### src/rtl/seg7_pkg.sv
// Shared constants and types for the two-digit multiplexed seven-segment display stage.
// Segment patterns are logical (active-high) and ordered {g,f,e,d,c,b,a}.
package seg7_pkg;

    localparam logic [6:0] SEG_0    = 7'h3F;
    localparam logic [6:0] SEG_1    = 7'h06;
    localparam logic [6:0] SEG_2    = 7'h5B;
    localparam logic [6:0] SEG_3    = 7'h4F;
    localparam logic [6:0] SEG_4    = 7'h66;
    localparam logic [6:0] SEG_5    = 7'h6D;
    localparam logic [6:0] SEG_6    = 7'h7D;
    localparam logic [6:0] SEG_7    = 7'h07;
    localparam logic [6:0] SEG_8    = 7'h7F;
    localparam logic [6:0] SEG_9    = 7'h6F;
    localparam logic [6:0] SEG_DASH = 7'h40;
    localparam logic [6:0] SEG_OFF  = 7'h00;

    localparam int MAX_VALUE = 99;

    typedef enum logic [1:0] {
        S_ONES = 2'd0,
        S_GAP1 = 2'd1,
        S_TENS = 2'd2,
        S_GAP2 = 2'd3
    } state_t;

endpackage

### src/rtl/seg7_mux_99_if.sv
// Signal bundle between the counter side (master) and the display stage (slave).
interface seg7_mux_99_if;
    import seg7_pkg::*;

    // No handshake: value is free-running and only looked at on the frame_start edge;
    // seg/dig are pin-level, err/frame_start are logical, state_dbg mirrors the scan FSM.
    logic [7:0] value;
    logic [6:0] seg;
    logic [1:0] dig;
    logic       err;
    logic       frame_start;
    state_t     state_dbg;

    modport master (
        output value,
        input  seg, dig, err, frame_start, state_dbg
    );

    modport slave (
        input  value,
        output seg, dig, err, frame_start, state_dbg
    );

endinterface

### src/rtl/seg7_decode.sv
// Combinational digit-to-segment decoder; dash overrides the digit.
module seg7_decode
    import seg7_pkg::*;
(
    input  logic [3:0] digit,
    input  logic       dash,
    output logic [6:0] pattern
);

    always_comb begin
        pattern = SEG_OFF;
        if (dash) begin
            pattern = SEG_DASH;
        end else begin
            case (digit)
                4'd0:    pattern = SEG_0;
                4'd1:    pattern = SEG_1;
                4'd2:    pattern = SEG_2;
                4'd3:    pattern = SEG_3;
                4'd4:    pattern = SEG_4;
                4'd5:    pattern = SEG_5;
                4'd6:    pattern = SEG_6;
                4'd7:    pattern = SEG_7;
                4'd8:    pattern = SEG_8;
                4'd9:    pattern = SEG_9;
                default: pattern = SEG_OFF;
            endcase
        end
    end

endmodule

### src/rtl/seg7_mux_99.sv
// Two-digit time-multiplexed display driver: samples value once per frame and scans
// ones, blank, tens, blank, with optional leading-zero blanking and pin polarity.
module seg7_mux_99
    import seg7_pkg::*;
#(
    parameter int REFRESH_DIV    = 50000,
    parameter int BLANK_CYCLES   = 500,
    parameter int LZB            = 1,
    parameter int SEG_ACTIVE_LOW = 1,
    parameter int DIG_ACTIVE_LOW = 1
) (
    input  logic          clk,
    input  logic          reset,
    seg7_mux_99_if.slave  bus
);

    localparam int MAXP  = (REFRESH_DIV > BLANK_CYCLES) ? REFRESH_DIV : BLANK_CYCLES;
    localparam int CNT_W = (MAXP > 1) ? $clog2(MAXP) : 1;
    localparam logic [CNT_W-1:0] R_LAST = CNT_W'(REFRESH_DIV - 1);
    localparam logic [CNT_W-1:0] B_LAST = CNT_W'(BLANK_CYCLES - 1);

    state_t           state_q, state_d;
    logic [CNT_W-1:0] cnt_q, cnt_d;
    logic [3:0]       tens_q, tens_d;
    logic             err_q, err_d;
    logic [6:0]       seg_q, seg_d;
    logic [1:0]       dig_q, dig_d;
    logic             fs_q, fs_d;

    logic [3:0] tens_live, ones_live;
    logic       oor_live;
    logic       last, sample, tens_blank;
    logic [3:0] dec_digit;
    logic       dec_dash;
    logic [6:0] dec_pattern;

    // Binary to BCD by threshold comparison; ones is exact modulo 16 since it is < 10.
    always_comb begin
        tens_live = 4'd0;
        for (int i = 1; i < 10; i++) begin
            if (bus.value >= 8'(i * 10)) tens_live = 4'(i);
        end
        ones_live = bus.value[3:0] - 4'(tens_live * 4'd10);
        oor_live  = (bus.value > 8'(MAX_VALUE));
    end

    seg7_decode u_decode (
        .digit   (dec_digit),
        .dash    (dec_dash),
        .pattern (dec_pattern)
    );

    always_comb begin
        last    = 1'b0;
        state_d = state_q;
        cnt_d   = cnt_q + CNT_W'(1);
        case (state_q)
            S_ONES, S_TENS: last = (cnt_q == R_LAST);
            default:        last = (cnt_q == B_LAST);
        endcase
        if (last) begin
            cnt_d = '0;
            case (state_q)
                S_ONES:  state_d = S_GAP1;
                S_GAP1:  state_d = S_TENS;
                S_TENS:  state_d = S_GAP2;
                default: state_d = S_ONES;
            endcase
        end

        sample = last && (state_q == S_GAP2);
        tens_d = sample ? tens_live : tens_q;
        err_d  = sample ? oor_live : err_q;
        fs_d   = sample;

        // The single decoder serves the live ones digit on the sample edge, else the shadow tens.
        dec_digit  = sample ? ones_live : tens_q;
        dec_dash   = sample ? oor_live : err_q;
        tens_blank = (LZB != 0) && !err_q && (tens_q == 4'd0);

        seg_d = SEG_OFF;
        dig_d = 2'b00;
        case (state_d)
            S_ONES: begin
                seg_d = sample ? dec_pattern : seg_q;
                dig_d = 2'b01;
            end
            S_TENS: begin
                if (!tens_blank) begin
                    seg_d = dec_pattern;
                    dig_d = 2'b10;
                end
            end
            default: begin
                seg_d = SEG_OFF;
                dig_d = 2'b00;
            end
        endcase
    end

    always_ff @(posedge clk) begin
        if (!reset) begin
            state_q <= S_GAP2;
            cnt_q   <= B_LAST;
            tens_q  <= 4'd0;
            err_q   <= 1'b0;
            seg_q   <= SEG_OFF;
            dig_q   <= 2'b00;
            fs_q    <= 1'b0;
        end else begin
            state_q <= state_d;
            cnt_q   <= cnt_d;
            tens_q  <= tens_d;
            err_q   <= err_d;
            seg_q   <= seg_d;
            dig_q   <= dig_d;
            fs_q    <= fs_d;
        end
    end

    assign bus.seg         = (SEG_ACTIVE_LOW != 0) ? ~seg_q : seg_q;
    assign bus.dig         = (DIG_ACTIVE_LOW != 0) ? ~dig_q : dig_q;
    assign bus.err         = err_q;
    assign bus.frame_start = fs_q;
    assign bus.state_dbg   = state_q;

endmodule

### src/flat_wrapper.sv
// flat-port wrapper written by rule: the top's interface ports become plain ports
module seg7_mux_99_flat import seg7_pkg::*;
#(
    parameter int REFRESH_DIV    = 50000,
    parameter int BLANK_CYCLES   = 500,
    parameter int LZB            = 1,
    parameter int SEG_ACTIVE_LOW = 1,
    parameter int DIG_ACTIVE_LOW = 1
)
  (clk, reset, bus_value, bus_seg, bus_dig, bus_err, bus_frame_start, bus_state_dbg);
  seg7_mux_99_if bus_i ();
  input  logic clk;
  input  logic reset;
  input wire logic [$bits(bus_i.value)-1:0] bus_value;
  output wire logic [$bits(bus_i.seg)-1:0] bus_seg;
  output wire logic [$bits(bus_i.dig)-1:0] bus_dig;
  output wire logic [$bits(bus_i.err)-1:0] bus_err;
  output wire logic [$bits(bus_i.frame_start)-1:0] bus_frame_start;
  output wire logic [$bits(bus_i.state_dbg)-1:0] bus_state_dbg;
  assign bus_i.value = bus_value;
  assign bus_seg = bus_i.seg;
  assign bus_dig = bus_i.dig;
  assign bus_err = bus_i.err;
  assign bus_frame_start = bus_i.frame_start;
  assign bus_state_dbg = bus_i.state_dbg;
  seg7_mux_99 #(.REFRESH_DIV(REFRESH_DIV), .BLANK_CYCLES(BLANK_CYCLES), .LZB(LZB), .SEG_ACTIVE_LOW(SEG_ACTIVE_LOW), .DIG_ACTIVE_LOW(DIG_ACTIVE_LOW)) u_core (.clk(clk), .reset(reset), .bus(bus_i));
endmodule
### config.mk
export PLATFORM = sky130hd
export DESIGN_NAME = seg7_mux_99_flat
export DESIGN_NICKNAME = d
export VERILOG_FILES = /design/src/rtl/seg7_pkg.sv /design/src/rtl/seg7_mux_99_if.sv /design/src/rtl/seg7_decode.sv /design/src/rtl/seg7_mux_99.sv /design/src/flat_wrapper.sv
export SDC_FILE = /design/constraint.sdc
export NUM_CORES = 1
export LEC_CHECK = 0
export CORE_MARGIN = 8
export CORE_UTILIZATION = 34
export DETAILED_ROUTE_END_ITERATION = 8
export MAX_ROUTING_LAYER = met4
export SLEW_MARGIN = 20
export SYNTH_ARGS = -nofsm -noshare
export SYNTH_HDL_FRONTEND = slang
export SYNTH_SLANG_ARGS = --single-unit
### constraint.sdc
create_clock -name clk -period 5.1 [get_ports clk]
set_input_delay 1.53 -clock clk [delete_from_list [all_inputs] [get_ports clk]]
set_output_delay 1.53 -clock clk [all_outputs]
set_load 0.1 [all_outputs]
==> reports/qor.csv <==
metric;value;unit
status;completed;
synth_seq_cells;33;
post-dp-hpwl;3387;um
dieArea;8613;um^2
cp-startpoint;bus_value[6];
syn_nets;266;
post_cts_buffers;0;
relSlewSlack;34.95;%
p_total;1.433;mW
holdPathStages;1;
final_nets;287;
ys_types;53;
first_iter_violations;119;
vias;1791;
cts_tree;yes;
floorplan.initialDensity;34.49;%
r2r_cells;7;
sequentialPowerShare;26.7;%
tightestPinTransition;0.9727;ns
p_leak;0.9278;nW
grt_usage;11.41;%
postSynthAreaPerCell;8.087;um^2
critical_path_class;in -> reg;
ios;23;
met1Wirelength;2354;um
numCtsBuffers;5;
met2WireLength;1945;um
rows;28;
gp_congestion;0.8928;
io_buffers;22;
ys_async_sr_fraction;0;%
routed_wl;4554;um
cp_slowest_stage_delay;0.58;ns
cts_max_level;2;
wl_per_cell;13.24;um
maxCapViolCount;0;
fin_crit_sh;90.63;%
placed_area;2293;um^2
grt_pass1_vias;1689;
synthToLayoutAreaGrowth;19.53;%
synth_warnings;0;
p_sw_share;50.08;%
holdWs;0.4837;ns
hold_viol;0;
finalSetupViolations;0;
hp-class;reg -> reg;
p_sw;0.7178;mW
top_layer;met4;
cp_common_cell;a211oi_1;
synthTopCellsByArea;dfxtp_1, ha_1, nor2_1, inv_1, xor2_1;
antenna_found_initial;0;
r2r_start;u_core.cnt_q[9];
wl_met3;191;um
path_depth;13;
drcViolationCount;0;
cp-end-kind;flip-flop;
ys_seq_area_share;32.94;%
core_area;5816;um^2
cts_root_buf;clkbuf_8;
crit_family;compound AO/OA/AOI/OAI gates;
die_y;92.81;um
synth_largest_area_cell;dfxtp_1;
grt_start_max_net_pins;18;
synth_ff_type;dfxtp_1;
worst-path-max-fanout;11;
fin_worst_skew;0.006240;ns
drive_gt1_share;6.320;%
arrival;4.81;ns
diodes;0;
cts_sinks;33;
tns;0;ns
report.final.slew_viol_count;0;
pre_cts_ws;0.1775;ns
hp-start;u_core.seg_q[1];
power.density;597.8;nW/um^2
crit_required;5.28;ns
rsz0062_at_grt;false;
syn_area;2006;um^2
synth_enable_flop_cells;0;
finalCriticalPeriod;4.622;ns
synth_top_area_share;32.94;%
clk_pin_slew;0.07;ns
hold_buffers;0;
vias_per_cell;5.206;
yosysMostFrequentCell;dfxtp_1;
clk_latency;0.29;ns
clkPwrFrac;16.6;%
clock.fmax;216.3;MHz
cts_buffer_depth;2;
crit_buf_inv;2;
syn_inst;248;
intPower;0.7153;mW
crit_slowest_cell;clkdlybuf4s50_1;
cts_resized;0;
grt_pass1_wl;7935;um
netlist_top_cells_count;dfxtp_1, nor2_1, inv_1;
fin_area;2397;um^2
layout_setup_ws;0.4778;ns
cp_cell_sequence;clkdlybuf4s50_1 -> nand3b_1 -> a211oi_1 -> a211oi_1 -> a211oi_1 -> inv_1 -> ha_1 -> fa_1 -> xnor2_1 -> xnor2_1 -> o21ai_1 -> mux2i_1 -> a32o_1;
die_w;92.81;um
cp-start-kind;input port;
detail-route-antenna-nets;0;
ir_drop;0.2974;mV
gr-total-overflow;0;
first_pass_iters;4;
p_comb_share;56.7;%
==> layout make-up <==
class / instances / area, um^2
inverter: 22 / 82.58
clock buffer: 5 / 68.82
timing repair buffer: 25 / 242.7
tap: 75 / 93.84
fill: 615 / 3418
multi-input combinational: 182 / 1214
sequential: 33 / 660.6
clock inverter: 2 / 35.03
==> power by group through the flow <==
stage                     registers (mW)  logic [mW]  clock network (mW)
after detailed placement           0.388       0.811                   0
after floorplan                    0.438       0.590                   0
after CTS                          0.382       0.814               0.245
final                              0.383       0.813               0.238
after global routing               0.395       0.879               0.259
after global placement             0.386       0.813                   0
==> layer usage <==
| metal | global-route usage, % | up-vias |
|---|---|---|
| met4 | 3.624 | 0 |
| met5 | - | - |
| met3 | 2.832 | 7 |
| met1 | 15.05 | 829 |
| met2 | 16.57 | 38 |
| li1 | - | 917 |
==> flip-flops by register name, indices dropped and copies added, names as in the netlist <==
name                    cells
u_core.cnt_q               16
u_core.bus.err              1
u_core.seg_q                7
u_core.tens_q               4
u_core.dig_q                2
u_core.bus.state_dbg        2
u_core.bus.frame_start      1
==> layout by cell type, fill, tap and decap left out, types with 4 or more instances in the layout <==
master / count
xnor2_1: 8
and3_1: 4
mux2i_1: 5
clkbuf_8: 5
a21oi_1: 11
ha_1: 7
inv_1: 22
nor2_1: 23
xor2_1: 9
clkdlybuf4s50_1: 22
nor3_1: 6
a211oi_1: 7
a22o_1: 5
nand2_1: 20
o21ai_0: 15
dfxtp_1: 33
nor2b_1: 4
nand3_1: 9
==> final timing paths <==
path	endpoint	slack [ns]
hold reg to reg	u_core.seg_q[1]	0.48
setup reg to reg	u_core.seg_q[4]	1.67
hold / removal	u_core.seg_q[1]	0.48
setup / recovery	u_core.seg_q[4]	0.48
==> stage by stage <==
step	cells	utilization (%)
after detailed placement	337	39.44
after global routing	344	41.22
after floorplan	248	-
final	344	41.22
after global placement	337	39.44
after CTS	344	41.22
==> cell families (layout without fill, tap and decap cells) <==
| family | Yosys count | after routing | share of synthesized area, % |
|---|---|---|---|
| compound gates | 60 | 60 | 20.27 |
| flops | 33 | 33 | 32.94 |
| buf+inv | 33 | 54 | 6.550 |
| xor+xnor | 17 | 17 | 7.424 |
| simple gates | 91 | 91 | 24.45 |
| fa+ha+maj | 9 | 9 | 5.864 |
| mux | 5 | 5 | 2.495 |
Power figures use the tool's default switching activity.
